File: src/rtl/gun_shot_sequencer.sv
// Light-gun shot controller: synchronises and debounces the trigger, then runs one
// black frame and one target frame, sampling the photodetector to produce a hit/miss verdict.
module gun_shot_sequencer #(
  parameter int unsigned DEBOUNCE_CYCLES  = 65000,
  parameter int unsigned MIN_LIGHT_CYCLES = 1024,
  parameter int unsigned CNT_W            = 20
) (
  input  logic clk,
  input  logic rst,
  input  logic frame_start,
  input  logic armed,
  input  logic gun_trigger,
  input  logic gun_photodetector,
  output logic blank_screen,
  output logic show_target,
  output logic busy,
  output logic shot_done,
  output logic hit
);

  typedef enum logic [2:0] {
    IDLE    = 3'd0,
    ARM     = 3'd1,
    DARK    = 3'd2,
    LIGHT   = 3'd3,
    VERDICT = 3'd4,
    RELEASE = 3'd5
  } state_t;

  localparam logic [CNT_W-1:0] DB_LAST   = CNT_W'(DEBOUNCE_CYCLES - 1);
  localparam logic [CNT_W-1:0] LIGHT_MIN = CNT_W'(MIN_LIGHT_CYCLES);

  logic             trg_m, trg_s, pd_m, pd_s;
  logic             trg_db, trg_db_q;
  logic [CNT_W-1:0] db_cnt;
  logic [CNT_W-1:0] light_cnt;
  logic [CNT_W-1:0] light_inc;
  logic             light_enough;
  logic             dark_fail;
  logic             shot_req;
  state_t           state;

  // Two-flop synchronisers for the asynchronous gun inputs
  always_ff @(posedge clk) begin
    if (rst) begin
      trg_m <= 1'b0;
      trg_s <= 1'b0;
      pd_m  <= 1'b0;
      pd_s  <= 1'b0;
    end else begin
      trg_m <= gun_trigger;
      trg_s <= trg_m;
      pd_m  <= gun_photodetector;
      pd_s  <= pd_m;
    end
  end

  // Debounce: accept a new trigger level only after it has held for DEBOUNCE_CYCLES
  always_ff @(posedge clk) begin
    if (rst) begin
      trg_db   <= 1'b0;
      trg_db_q <= 1'b0;
      db_cnt   <= '0;
    end else begin
      trg_db_q <= trg_db;
      if (trg_s != trg_db) begin
        if (db_cnt == DB_LAST) begin
          trg_db <= trg_s;
          db_cnt <= '0;
        end else begin
          db_cnt <= db_cnt + CNT_W'(1);
        end
      end else begin
        db_cnt <= '0;
      end
    end
  end

  assign shot_req     = trg_db & ~trg_db_q;
  assign light_enough = (light_cnt >= LIGHT_MIN);
  assign light_inc    = light_enough ? light_cnt : light_cnt + CNT_W'(1);

  // Shot sequencer; outputs are registered alongside the state they belong to
  always_ff @(posedge clk) begin
    if (rst) begin
      state        <= IDLE;
      light_cnt    <= '0;
      dark_fail    <= 1'b0;
      blank_screen <= 1'b0;
      show_target  <= 1'b0;
      busy         <= 1'b0;
      shot_done    <= 1'b0;
      hit          <= 1'b0;
    end else begin
      shot_done <= 1'b0;
      hit       <= 1'b0;
      case (state)
        IDLE: begin
          if (shot_req && armed) begin
            state        <= ARM;
            blank_screen <= 1'b1;
            busy         <= 1'b1;
            light_cnt    <= '0;
            dark_fail    <= 1'b0;
          end
        end
        ARM: begin
          if (frame_start) state <= DARK;
        end
        DARK: begin
          // The boundary cycle itself is not sampled for either frame
          if (frame_start) begin
            dark_fail    <= light_enough;
            light_cnt    <= '0;
            blank_screen <= 1'b0;
            show_target  <= 1'b1;
            state        <= LIGHT;
          end else if (pd_s) begin
            light_cnt <= light_inc;
          end
        end
        LIGHT: begin
          if (frame_start) begin
            show_target <= 1'b0;
            shot_done   <= 1'b1;
            hit         <= ~dark_fail & light_enough;
            state       <= VERDICT;
          end else if (pd_s) begin
            light_cnt <= light_inc;
          end
        end
        VERDICT: begin
          busy  <= 1'b0;
          state <= RELEASE;
        end
        RELEASE: begin
          if (!trg_db) state <= IDLE;
        end
        default: begin
          state <= IDLE;
        end
      endcase
    end
  end

endmodule
File: config.mk
export PLATFORM = sky130hd
export DESIGN_NAME = gun_shot_sequencer
export DESIGN_NICKNAME = d
export VERILOG_FILES = /design/src/rtl/gun_shot_sequencer.sv
export SDC_FILE = /design/constraint.sdc
export NUM_CORES = 1
export LEC_CHECK = 0
export ABC_AREA = 1
export BUFFER_PORTS_ARGS = -buffer_cell sky130_fd_sc_hd__buf_2
export CORE_ASPECT_RATIO = 0.75
export CORE_MARGIN = 2
export CORE_UTILIZATION = 55
export DETAILED_ROUTE_END_ITERATION = 6
export PLACE_DENSITY_LB_ADDON = 0.3
export SLEW_MARGIN = 20
export SYNTH_ARGS = -nofsm -noshare
export SYNTH_HDL_FRONTEND = slang
export SYNTH_SLANG_ARGS = --single-unit
File: constraint.sdc
create_clock -name clk -period 2.25 [get_ports clk]
set_input_delay 0.3375 -clock clk [delete_from_list [all_inputs] [get_ports clk]]
set_output_delay 0.3375 -clock clk [all_outputs]
set_load 0.1 [all_outputs]
==> flow_summary.json <==
{
  "worstHoldStart": "gun_trigger",
  "cp-end-kind": "register",
  "ys_seq_elements": 55,
  "drv_slew": 0,
  "critPathLaunchType": "register",
  "min_to": "trg_m",
  "r2r_slack_ps": 540,
  "timing.final.crit_period_ps": 1710,
  "maxSlewHeadroom_pct": 67.4,
  "clock_skew_ps": 6.62,
  "synthMuxAreaShare_pct": 0,
  "synth_top_area_share_pct": 44.8,
  "clockRootBuffer": "clkbuf_8",
  "drtAntennaViolNets": 0,
  "leakagePower_nw": 1.03,
  "syn2layout_area_growth_pct": 9.42,
  "route.detailed.drc": 0,
  "synth-simple-area-share_pct": 34.6,
  "fmax_mhz": 585,
  "grt_usage_pct": 19.6,
  "cts_hold_buf": 0,
  "required_ps": 2460,
  "wl_um": 4780,
  "synth_cells": 350,
  "finalInstanceArea_sq_um": 2690,
  "synthAdderAreaFrac_pct": 1.53,
  "syn_nets": 359,
  "pwr_density_cell_nw_per_um2": 832,
  "io_buffers": 10,
  "total_power_w": 0.00224,
  "synth_commonest_cells": "nand2_1, nor2_1, dfxtp_1",
  "die_x_um": 81.2,
  "outcome": "finished, final reports clean",
  "cts-resized-gates": 0,
  "dpl_cell_area_sq_um": 2550,
  "gp_congestion": 0.888,
  "antenna_found_initial": 0,
  "critPathArrivalTime_ps": 1920,
  "ir_worst_vdd_v": 0.000535,
  "yosysWarnings": 0,
  "cts_buffer_depth": 2,
  "rsz0062_at_grt": "false",
  "setup_violations": 0,
  "grt_max_degree": 21,
  "final_cells": 420,
  "ys_types": 30,
  "maxCapViolations": 0,
  "cts_sinks": 55,
  "vias": 2121,
  "synth-xor-area-share_pct": 2.50,
  "avgSynthCellArea_sq_um": 7.02,
  "syn_area_sq_um": 2460,
  "drive_gt1_share_pct": 7.71,
  "timing.rr.end": "light_cnt[3]",
  "reg2reg_from": "state[2]",
  "synth_ff_type": "dfxtp_1",
  "hp-class": "in2reg",
  "drtIter0Drc": 154,
  "num_io_pins": 11,
  "cts_tree": "yes",
  "hold-path-cell-count": 3,
  "period_share_pct": 75.9,
  "grt_pass1_wl_um": 7460,
  "grt_pass1_vias": 1605,
  "wire_per_inst_um": 11.4,
  "path_class": "reg2reg",
  "final_nets": 371,
  "worst_slew_pin_slew_ps": 492,
  "fp.dieH_um": 61.9,
  "diodes": 0,
  "synth_top_family_by_area": "simple AND/OR/NAND/NOR gates",
  "synth_area_leaders": "dfxtp_1, nand2_1, nor2_1",
  "synth_top_cell_by_area": "dfxtp_1",
  "synthArstFlopShare_pct": 0,
  "hold_viol_final": 0,
  "post_cts_buffers": 0,
  "seq_area_frac_synth_pct": 44.8,
  "insertion_delay_ps": 300,
  "core_sq_um": 4390,
  "start_util_pct": 56.0,
  "drtPass1Iterations": 5,
  "dp_hpwl_um": 3560,
  "num_rows": 21,
  "gr-total-overflow": 0,
  "htree_levels": 2,
  "setup_tns_ps": 0,
  "dp.cells": 412,
  "clk_pin_slew_ps": 100,
  "crit_path_max_fanout": 13,
  "yosysMostFrequentCell": "nand2_1",
  "viasPerCell": 5.05,
  "synth-edff-count": 0,
  "reg2reg_depth": 8,
  "synth_compound_area_share_pct": 6.78,
  "cts_buffers": 5,
  "die-area_sq_um": 5020
}
## where the power goes
group	internal (W)	leakage [nW]	total, W	switching [W]
Clock	0.000444	0.0644	0.000767	0.000323
Sequential	0.00101	0.445	0.00106	0.0000512
Combinational	0.000109	0.525	0.000412	0.000303
## metal layers
layer	routed length (um)	vias to the layer above	track usage, %
met3	324	4	4.77
met1	2600	918	31.7
met4	29	0	5.33
met5	0	-	0
li1	-	1122	-
met2	1820	77	25.1
## placed cells by master, fill, tap and decap left out, drive strengths merged, types with 2 or more instances in the layout
master	n
a21oi	17
a31oi	2
buf	11
bufinv	2
clkbuf	5
dfxtp	55
ha	3
inv	55
nand2	71
nand3	19
nand3b	2
nand4	11
nor2	70
nor3	16
nor3b	2
o21a	2
o21ai	7
xnor2	2
xor2	5
## layout make-up
type / instances / area, sq um
multi-input combinational: 234 / 1110
timing repair buffer: 11 / 57.6
fill: 401 / 1700
tap: 57 / 71.3
inverter: 55 / 206
sequential: 55 / 1100
clock inverter: 3 / 67.6
clock buffer: 5 / 68.8
## how the worst max path moves through the flow
| stage | from | to | slack (ps) | cells past startpoint |
|---|---|---|---|---|
| 2_1_floorplan | db_cnt[0] | db_cnt[13] | 860 | 9 |
| 5_1_grt | state[2] | light_cnt[8] | 350 | 8 |
| 3_3_place_gp | state[2] | light_cnt[3] | 610 | 8 |
| 4_1_cts | state[2] | light_cnt[3] | 560 | 8 |
| 6_report | state[2] | light_cnt[3] | 540 | 8 |
| 3_5_place_dp | state[2] | light_cnt[3] | 570 | 8 |
## state kept, by name, summed over array words and instances, names as in the netlist
signal	flops
pd_m	1
show_target	1
db_cnt	20
trg_s	1
pd_s	1
dark_fail	1
shot_done	1
blank_screen	1
light_cnt	20
trg_m	1
trg_db_q	1
trg_db	1
state	3
hit	1
busy	1
## through the flow
| stage | setup WS (ps) | utilization, % | hold slack [ps] |
|---|---|---|---|
| floorplan | 856 | - | 388 |
| global placement | 612 | 58.1 | 395 |
| detailed placement | 573 | 58.1 | 399 |
| CTS | 564 | 61.2 | 225 |
| global route | 351 | 61.2 | 221 |
| finish | 541 | 61.2 | 236 |
## cell families (layout without fill, tap and decap cells)
kind of cell	count (synthesis)	count (layout)
adder cells (fa/ha/maj)	3	3
XOR/XNOR	7	7
buffers and inverters	61	74
AO/OA/AOI/OAI	30	30
flip-flops	55	55
AND/OR/NAND/NOR	194	194
## worst max-delay path: stages, from the launching register on
cell	delay (ps)
dfxtp_1	510
inv_1	150
nand2_1	90
nor2_1	50
nor2_1	150
nand3_2	120
nand2_2	230
inv_2	140
and3_1	180
Power figures use the tool's default switching activity.
